**config.mk**
```make
export PLATFORM = sky130hd
export DESIGN_NAME = up_down_counter_n
export DESIGN_NICKNAME = d
export VERILOG_FILES = /design/src/rtl/counter_pkg.sv /design/src/rtl/counter_prescaler.sv /design/src/rtl/up_down_counter_n.sv
export SDC_FILE = /design/constraint.sdc
export NUM_CORES = 1
export LEC_CHECK = 0
export ABC_AREA = 1
export BUFFER_PORTS_ARGS = -buffer_cell sky130_fd_sc_hd__buf_2
export CAP_MARGIN = 20
export CORE_AREA = 2 2 39 41
export CTS_BUF_LIST = sky130_fd_sc_hd__clkbuf_4 sky130_fd_sc_hd__clkbuf_8
export DETAILED_ROUTE_END_ITERATION = 10
export DIE_AREA = 0 0 41 43
export GPL_TIMING_DRIVEN = 0
export SYNTH_ARGS = -nofsm -noshare
export SYNTH_HDL_FRONTEND = slang
export SYNTH_HIERARCHICAL = 1
export SYNTH_SLANG_ARGS = --single-unit
```
**constraint.sdc**
```tcl
create_clock -name clk -period 2.4 [get_ports clk]
set_clock_uncertainty 0.1 [all_clocks]
set_input_delay 0.36 -clock clk [delete_from_list [all_inputs] [get_ports clk]]
set_output_delay 0.36 -clock clk [all_outputs]
set_load 0.005 [all_outputs]
```
**src/rtl/counter_pkg.sv**
```systemverilog
// Shared constants and helpers for the up/down counter family.
package counter_pkg;

  // Overflow behaviour selected by mode_i
  localparam logic MODE_WRAP = 1'b0;
  localparam logic MODE_SAT  = 1'b1;

  // Count direction selected by up_i
  localparam logic DIR_UP    = 1'b1;
  localparam logic DIR_DOWN  = 1'b0;

  // Ceiling log2; sizes the prescaler phase register (value >= 2).
  function automatic int unsigned clog2(input int unsigned value);
    int unsigned v;
    int unsigned r;
    v = value - 32'd1;
    r = 32'd0;
    for (int i = 0; i < 32; i++) begin
      if ((v >> i) != 32'd0) begin
        r = i + 1;
      end else begin
        r = r;
      end
    end
    return r;
  endfunction

endpackage

```
**src/rtl/counter_prescaler.sv**
```systemverilog
// Prescaler: counts enabled cycles modulo PRESCALE and flags the enabled
// cycle on which the phase sits at PRESCALE-1 (the cycle a step is allowed).
module counter_prescaler
  import counter_pkg::*;
#(
  parameter int unsigned PRESCALE = 32'd4
) (
  input  logic clk,
  input  logic rst_n,
  input  logic en_i,
  input  logic clr_i,
  output logic step_o
);

  localparam int unsigned   PW   = clog2(PRESCALE);
  localparam logic [PW-1:0] LAST = PW'(PRESCALE - 32'd1);

  logic [PW-1:0] phase_q;
  logic [PW-1:0] phase_d;
  logic          at_last_s;

  assign at_last_s = (phase_q == LAST);

  // Phase advances on enabled cycles, wraps after LAST, clears on clr_i
  always_comb begin
    phase_d = phase_q;
    if (clr_i) begin
      phase_d = {PW{1'b0}};
    end else if (en_i) begin
      if (at_last_s) begin
        phase_d = {PW{1'b0}};
      end else begin
        phase_d = phase_q + PW'(1'b1);
      end
    end else begin
      phase_d = phase_q;
    end
  end

  // Phase register with asynchronous clear
  always_ff @(posedge clk or negedge rst_n) begin
    if (!rst_n) begin
      phase_q <= {PW{1'b0}};
    end else begin
      phase_q <= phase_d;
    end
  end

  assign step_o = en_i & at_last_s & ~clr_i;

endmodule

```
**src/rtl/up_down_counter_n.sv**
```systemverilog
// Parametrised up/down counter with load, wrap/saturate modes, registered
// terminal-count pulse and sticky overflow flag.
// Optional feature macro: COUNTER_PRESCALE_EN (one step per PRESCALE enabled
// cycles). Without it every enabled cycle steps and PRESCALE is ignored.
module up_down_counter_n
  import counter_pkg::*;
#(
  parameter int unsigned     WIDTH     = 32'd4,
  parameter longint unsigned MODULUS   = 64'd16,
  parameter longint unsigned RESET_VAL = 64'd0,
  parameter int unsigned     PRESCALE  = 32'd4
) (
  input  logic             clk,
  input  logic             rst_n,
  input  logic             en_i,
  input  logic             up_i,
  input  logic             mode_i,
  input  logic             load_i,
  input  logic [WIDTH-1:0] load_val_i,
  input  logic             clr_ovf_i,
  output logic [WIDTH-1:0] count_o,
  output logic             tc_o,
  output logic             ovf_o
);

  // Top of range held one bit wider so MODULUS = 2**WIDTH still fits.
  localparam logic [WIDTH:0]   MAX_C = (WIDTH + 1)'(MODULUS - 64'd1);
  localparam logic [WIDTH-1:0] RST_C = WIDTH'(RESET_VAL);

  logic [WIDTH-1:0] count_q;
  logic [WIDTH-1:0] count_d;
  logic             tc_q;
  logic             tc_d;
  logic             ovf_q;
  logic             ovf_d;

  logic             step_s;
  logic [WIDTH:0]   count_ext_s;
  logic [WIDTH:0]   load_ext_s;
  logic [WIDTH:0]   inc_s;
  logic [WIDTH:0]   dec_s;
  logic             at_max_s;
  logic             at_zero_s;
  logic             boundary_s;

`ifdef COUNTER_PRESCALE_EN
  logic presc_step_s;

  counter_prescaler #(
    .PRESCALE (PRESCALE)
  ) u_prescaler (
    .clk    (clk),
    .rst_n  (rst_n),
    .en_i   (en_i),
    .clr_i  (load_i),
    .step_o (presc_step_s)
  );

  assign step_s = presc_step_s & ~load_i;
`else
  logic prescale_unused_s;
  assign prescale_unused_s = PRESCALE[0];
  assign step_s = en_i & ~load_i;
`endif

  assign count_ext_s = {1'b0, count_q};
  assign load_ext_s  = {1'b0, load_val_i};
  assign inc_s       = count_ext_s + {{WIDTH{1'b0}}, 1'b1};
  assign dec_s       = count_ext_s - {{WIDTH{1'b0}}, 1'b1};
  assign at_max_s    = (count_ext_s == MAX_C);
  assign at_zero_s   = (count_q == {WIDTH{1'b0}});
  assign boundary_s  = step_s & ((up_i == DIR_UP) ? at_max_s : at_zero_s);

  // Next count and terminal-count: load beats step, step beats hold
  always_comb begin
    count_d = count_q;
    tc_d    = 1'b0;
    if (load_i) begin
      if (load_ext_s > MAX_C) begin
        count_d = MAX_C[WIDTH-1:0];
      end else begin
        count_d = load_val_i;
      end
      tc_d = 1'b0;
    end else if (step_s) begin
      tc_d = boundary_s;
      if (up_i == DIR_UP) begin
        if (at_max_s) begin
          if (mode_i == MODE_SAT) begin
            count_d = count_q;
          end else begin
            count_d = {WIDTH{1'b0}};
          end
        end else begin
          count_d = inc_s[WIDTH-1:0];
        end
      end else begin
        if (at_zero_s) begin
          if (mode_i == MODE_SAT) begin
            count_d = count_q;
          end else begin
            count_d = MAX_C[WIDTH-1:0];
          end
        end else begin
          count_d = dec_s[WIDTH-1:0];
        end
      end
    end else begin
      count_d = count_q;
      tc_d    = 1'b0;
    end
  end

  // Sticky overflow: a boundary step sets it and beats a same-cycle clear
  always_comb begin
    ovf_d = ovf_q;
    if (boundary_s) begin
      ovf_d = 1'b1;
    end else if (clr_ovf_i) begin
      ovf_d = 1'b0;
    end else begin
      ovf_d = ovf_q;
    end
  end

  // Output registers with asynchronous reset
  always_ff @(posedge clk or negedge rst_n) begin
    if (!rst_n) begin
      count_q <= RST_C;
      tc_q    <= 1'b0;
      ovf_q   <= 1'b0;
    end else begin
      count_q <= count_d;
      tc_q    <= tc_d;
      ovf_q   <= ovf_d;
    end
  end

  assign count_o = count_q;
  assign tc_o    = tc_q;
  assign ovf_o   = ovf_q;

endmodule

```
==> results of run 1 <==
synthesized netlist by cell type:
| library cell | n | area, µm² |
|---|---|---|
| nand3_2 | 1 | 10.01 |
| nor2_1 | 1 | 3.750 |
| nor2_4 | 1 | 11.26 |
| a21oi_1 | 3 | 15.01 |
| nand3_1 | 8 | 40.04 |
| nor2_2 | 1 | 6.260 |
| nor3_2 | 1 | 10.01 |
| dfrtp_1 | 6 | 150.1 |
| nand4_1 | 3 | 18.77 |
| inv_1 | 7 | 26.28 |
| o21ai_0 | 3 | 15.01 |
| o21ai_1 | 2 | 10.01 |
| nand2_1 | 22 | 82.58 |
| inv_2 | 3 | 11.26 |
| ha_1 | 2 | 25.02 |
| xor2_1 | 1 | 8.760 |
| nand2_2 | 1 | 6.260 |
| or2_2 | 3 | 18.77 |
sequential cells by signal (all words and copies together) (netlist names):
name,cells
count_o,4
ovf_o,1
tc_o,1
layout make-up:
type,count,area [µm²]
Sequential cell,6,150.1
Tap cell,16,20.02
Timing Repair Buffer,17,90.09
Clock buffer,3,22.52
Fill cell,143,782.0
Multi-Input combinational cell,53,281.5
Inverter,10,37.54
metrics by stage:
step	instances	hold WS (ns)
4_1_cts	105	0.2104
6_report	105	0.2110
5_1_grt	105	0.2328
2_1_floorplan	69	-0.03559
3_3_place_gp	101	0.08504
3_5_place_dp	101	0.09062
power groups by stage:
stage	registers (µW)	logic [µW]	clock network, µW
final	141	127	90.5
after global routing	144	146	99.0
after CTS	141	128	92.3
after detailed placement	143	127	0
after global placement	143	124	0
after floorplan	139	83.5	0
final timing paths:
kind / endpoint / slack [ns] / cells past startpoint / from
max: count_o[3]$_DFFE_PN0P_ / 0.87 / 7 / count_o[0]$_DFFE_PN0P_
min: ovf_o$_DFFE_PN0P_ / 0.21 / 2 / clr_ovf_i
max reg2reg: count_o[3]$_DFFE_PN0P_ / 0.87 / 7 / count_o[0]$_DFFE_PN0P_
min reg2reg: ovf_o$_DFFE_PN0P_ / 0.42 / 2 / ovf_o$_DFFE_PN0P_
max in group asynchronous: tc_o$_DFF_PN0_ / 1.68 / 2 / rst_n
min in group asynchronous: count_o[1]$_DFFE_PN0P_ / 0.37 / 2 / rst_n
routing by layer:
layer / GRT usage (%) / wire length [µm]
met1: 18.48 / 478
met2: 21.88 / 513
met3: 3.141 / 34
met4: 6.000 / 0
met5: 0 / 0
worst reg2reg max path: cells and delay by family (launching register included):
family                     cells  cell delay (ns)
buffers and inverters          1             0.13
adders and majority gates      1             0.22
and+or+nand+nor                5             0.53
DFF                            1             0.43
cell families (layout without fill, tap and decap cells):
family / count (synthesis) / in the layout / synth area share, %
XOR/XNOR: 1 / 1 / 1.867
AND/OR/NAND/NOR: 42 / 42 / 44.27
flip-flops: 6 / 6 / 32.00
AO/OA/AOI/OAI: 8 / 8 / 8.532
adder cells (fa/ha/maj): 2 / 2 / 5.332
buffers and inverters: 10 / 30 / 8.001
==> impl_results.md, run 1 <==
* Status: complete, no violations
* Die height at between 40 and 50 µm
* Worst Setup End Kind: register
* I/O pins at 17
* Initial DRC count at 15
* Critical path peak fanout at 7
* Data required, critical path at about 2.4 ns
* Worst slew margin at 83.64%
* Die Wd at about 41 µm
* CTS tree: built
* Crit path buf inv count at 1
* Area Growth Syn to Fin at 28.27%
* Maximum vdd drop at between 0.2 and 0.25 mV
* Internal cell power at between 200 and 250 µW
* Area after DPL at 569.3 µm²
* Clk network pwr share at approximately a quarter
* Drt first pass iters at 4
* Pwr dens at 595.2 mW/mm²
* Largest net degree at the start of global routing at 9
* Most frequent cells in the layout: 22 x nand2_1, 16 x buf_2, 8 x nand3_1, 7 x inv_1, 6 x dfrtp_1
* First-pass GRT wire length at around 1700 µm
* Wirelength per Cell at just under 10 µm
* Postcts setup bufs at 0
* Die Area at ~0.0018 mm²
* CP max stage cell: dfrtp_1
* CTS root buffer: clkbuf_4
* Gr usage total at roughly 14%
* Finished Cell Area at roughly 600 µm²
* N_diodes at 0
* Syn_area_per_cell at ~6.8 µm²
* Final core utilization at between 40 and 50%
* Net Sw Frac at between 30% and 40%
* Clock Latency Late Sink at approximately 0.24 ns
* Worst setup margin at between 0.8 and 0.9 ns
* Comb pwr share at between 30% and 40%
* Yosys reg bits at 6
* Nets at approximately 100
* Crit path arrival time at 1.56 ns
* Final setup fails at 0
* Core area at roughly 0.0014 mm²
* H-tree levels at 1
* Antenna violation net count after detailed routing at 0
* Critical-path cell list: inv_1, ha_1, nand3_2, nor3_2, nor2_4, nand3_1, nand2_1
* Setup Crit Path Kind: reg2reg
* Layout cells sized above 1 at between 30% and 40%
* Vias in the first global route at approximately 420
* Slew @ Worst Pin at between 0.2 and 0.25 ns
* Residual DRC count at 0
* Static leakage at about 0.00034 µW
* Final Hold Fails at 0
* Power, Total at about 360 µW
* Syn Nets at 82
* Setup TNS at 0 ns
* DP Worst Slack at approximately 0.86 ns
* Sequential power share at between 30 and 40%
* Share of the yosys chip area belonging to registers at between 30% and 40%
* Netlist cell types at 18
* Post-CTS sizing at 0
* Final worst path period share at between 60 and 70%
* Hold crit path type: in2reg
* Reg clk slew, reported paths at around 0.05 ns
* Total wire length at 1026 µm
* GP Congestion at around 0.73
* Initial antenna violation count at 0
* Max clock buf depth at 2
* Grt ovf at 0
* Maximum clock frequency at roughly 0.65 GHz
* Synth Cell Area at ~470 µm²
* CP delay by family, top: simple AND/OR/NAND/NOR gates
* Critical path startpoint category: register
* CTS sink count at 6
* Core Rows at 14
* Synth warn at 6
* Hold-fix buffers, CTS at 1
* Slowest Stage Delay on Critical Path at between 0.4 and 0.5 ns
* CTS Buf Count at 3
* Hpwl dp at 828.3 µm
* Port-buffer cells at 16
* Fin crit period at about 1.5 ns
* Post-Synthesis Cells at slightly below 70
* Via total after detailed routing at roughly 510
* Unrepaired setup endpoints after global routing: false
* Commonest non-fill, non-tap cell in the layout: nand2_1
* Vias per cell at approximately 4.8
* Psw at approximately 130 µW
* Starting Density at between 30 and 40%
* Slew Viols, Final at 0
* # Max-Cap Violations at 0
Note: power is estimated with default switching activity, not from simulation.
==> run 2: changes to the inputs <==
==> constraint.sdc (replaced) <==
create_clock -name clk -period 1.6 [get_ports clk]
set_clock_uncertainty 0.1 [all_clocks]
set_input_delay 0.24 -clock clk [delete_from_list [all_inputs] [get_ports clk]]
set_output_delay 0.24 -clock clk [all_outputs]
set_load 0.005 [all_outputs]
==> run 2 against run 1 <==
Against the previous run:
- total power grew 53%
- final area grew 2.3%
- combinational power grew 55%
- sequential power grew 52%
- worst hold slack lost 0.12 ns
- worst setup slack lost 0.75 ns
- critical endpoint is now count_o[2]$_DFFE_PN0P_
- largest cell class unchanged
- largest power group unchanged
- highest routed layer unchanged
==> impl_results.md, run 2 (synthesis results as in run 1) <==
* Status: complete, no violations
* Fin crit period at 1.487 ns (-0.04682 ns)
* Max clock buf depth at 2 (unchanged)
* CP delay by family, top: simple AND/OR/NAND/NOR gates
* Slew Viols, Final at 0 (unchanged)
* Data required, critical path at 1.62 ns (-0.81 ns)
* Die Area at 0.001763 mm² (unchanged)
* Max FFs per register at 4 (unchanged)
* Gr usage total at 14.27% (unchanged)
* Starting Density at 33.91% (unchanged)
* Final setup fails at 0 (unchanged)
* Clock Latency Late Sink at 0.24 ns (about the same)
* Die height at 43 µm (unchanged)
* Hpwl dp at 828.3 µm (unchanged)
* CTS Buf Count at 3 (unchanged)
* Comb pwr share at 36.0% (+0.6 points)
* Crit path buf inv count at 1 (unchanged)
* Min-delay src: clr_ovf_i
* Vias in the first global route at 424 (unchanged)
* CP most frequent cell: nand2_1
* CTS tree: built
* Residual DRC count at 0 (unchanged)
* Antenna violation net count after detailed routing at 0 (unchanged)
* # Max-Cap Violations at 0 (unchanged)
* Grt ovf at 0 (unchanged)
* Layout cells sized above 1 at 39.33% (+5.6 points)
* Worst r2r path cells at 9 (+2)
* Vias per cell at 4.800 (-0.40%)
* Worst setup margin at 0.1133 ns (-0.7532 ns)
* Setup TNS at 0 ns (unchanged)
* CP max stage cell: dfrtp_2
* Critical-path cell list: ha_2, nand2_1, nor2_2, nand4_1, nand2_2, nor2_4, inv_2, nand2_1, nand2_1
* Slowest Stage Delay on Critical Path at 0.44 ns (about the same)
* RR Startpoint: count_o[0]$_DFFE_PN0P_
* Unrepaired setup endpoints after global routing: false
* First-pass GRT wire length at 1745 µm (unchanged)
* CTS root buffer: clkbuf_4
* Hold crit path type: in2reg
* Finished Cell Area at 615.6 µm² (+2.3%)
* Initial antenna violation count at 0 (unchanged)
* Psw at 200.4 µW (+53%)
* Pwr dens at 888.9 mW/mm² (+49%)
* Core area at 0.001384 mm² (unchanged)
* Nets at 104 (unchanged)
* Drt first pass iters at 4 (unchanged)
* I/O pins at 17 (unchanged)
* Maximum vdd drop at 0.3596 mV (+51%)
* N_diodes at 0 (unchanged)
* Flop-to-flop setup slack at 0.11 ns (-0.75 ns)
* Area Growth Syn to Fin at 31.20%
* Wirelength per Cell at 10.10 µm (+3.3%)
* Critical path peak fanout at 7 (unchanged)
* DP Worst Slack at 0.06198 ns (-0.8000 ns)
* Area after DPL at 569.3 µm² (unchanged)
* Crit path arrival time at 1.51 ns (-0.05 ns)
* H-tree levels at 1 (unchanged)
* Static leakage at 0.0003400 µW (-0.43%)
* Worst slew margin at 83.70% (about the same)
* Hold path depth at 2 (unchanged)
* Via total after detailed routing at 504 (-0.40%)
* Initial DRC count at 14 (-1)
* R2r endpoint: count_o[2]$_DFFE_PN0P_
* Total wire length at 1060 µm (+3.3%)
* Worst Setup End Kind: register
* Clk network pwr share at 24.8% (-0.5 points)
* Port-buffer cells at 16 (unchanged)
* Critical path startpoint category: register
* Commonest non-fill, non-tap cell in the layout: nand2_1
* Core Rows at 14 (unchanged)
* Setup Crit Path Kind: reg2reg
* Slew @ Worst Pin at 0.2444 ns (-0.0009407 ns)
* CTS sink count at 6 (unchanged)
* Maximum clock frequency at 0.6726 GHz (+3.1%)
* Final worst path period share at 92.92% (+29 points)
* Hold Crit Endpoint: ovf_o$_DFFE_PN0P_
* Reg clk slew, reported paths at 0.05 ns (about the same)
* Largest net degree at the start of global routing at 9 (unchanged)
* Net Sw Frac at 36.63% (+0.16 points)
* Most frequent cells in the layout: 22 x nand2_1, 16 x buf_2, 8 x nand3_1, 6 x inv_1
* Final Hold Fails at 0 (unchanged)
* Sequential power share at 39.2% (-0.2 points)
* GP Congestion at 0.7252 (unchanged)
* Internal cell power at 346.7 µW (+52%)
* Die Wd at 41 µm (unchanged)
## run 2: cell count changes in the layout (fill, tap and decap cells not counted)
cell     previous run  this run
nor3_2              1         0
dfrtp_2             0         2
ha_1                2         0
dfrtp_1             6         4
ha_2                0         2
nor3_4              0         1
inv_1               7         6
inv_2               3         4
## run 2: worst max-delay path by stage
| stage | cells after the start | slack [ns] | startpoint | endpoint |
|---|---|---|---|---|
| floorplan | 7 | 0.19 | count_o[0]$_DFFE_PN0P_ | count_o[3]$_DFFE_PN0P_ |
| CTS | 7 | 0.06 | count_o[0]$_DFFE_PN0P_ | count_o[3]$_DFFE_PN0P_ |
| finish | 9 | 0.11 | count_o[0]$_DFFE_PN0P_ | count_o[2]$_DFFE_PN0P_ |
| global placement | 7 | 0.07 | count_o[0]$_DFFE_PN0P_ | count_o[3]$_DFFE_PN0P_ |
| detailed placement | 7 | 0.06 | count_o[0]$_DFFE_PN0P_ | count_o[3]$_DFFE_PN0P_ |
| global route | 7 | 0.006 | count_o[1]$_DFFE_PN0P_ | count_o[3]$_DFFE_PN0P_ |
## run 2: repair_timing
item	in CTS	in global routing
endpoints found under the setup margin	0	4
gates resized for setup	0	6
endpoints found under the hold margin	6	0
setup buffers	0	0
hold buffers	1	0
## run 2: metrics by stage
step	total power [µW]	hold WS [ns]	instances	utilization, %
2_1_floorplan	334.0	-0.1556	69	-
3_3_place_gp	400.1	-0.03496	101	41.14
3_5_place_dp	404.4	-0.02938	101	41.14
4_1_cts	543.0	0.09044	105	43.49
5_1_grt	592.5	0.1128	105	44.48
6_report	547.2	0.09098	105	44.48
## run 2: cell type report
type / instances / area [µm²]
Clock buffer: 3 / 22.52
Inverter: 10 / 37.54
Sequential cell: 6 / 152.6
Multi-Input combinational cell: 53 / 292.8
Timing Repair Buffer: 17 / 90.09
Fill cell: 140 / 768.2
Tap cell: 16 / 20.02
## run 2: power by group through the flow
stage / combinational, µW / clock [µW] / sequential [µW]
after floorplan: 125 / 0 / 209
after global placement: 186 / 0 / 214
after detailed placement: 190 / 0 / 214
after CTS: 193 / 139 / 212
after global routing: 225 / 149 / 219
final: 197 / 136 / 215
## run 2: layer usage
metal	part of all wire, %	global-route usage [%]	routed length (µm)	vias up
li1	-	-	-	267
met1	47	18.48	503	229
met2	49	21.88	523	8
met3	3.0	3.141	32	0
met4	0	6.000	0	0
met5	0	0	0	-
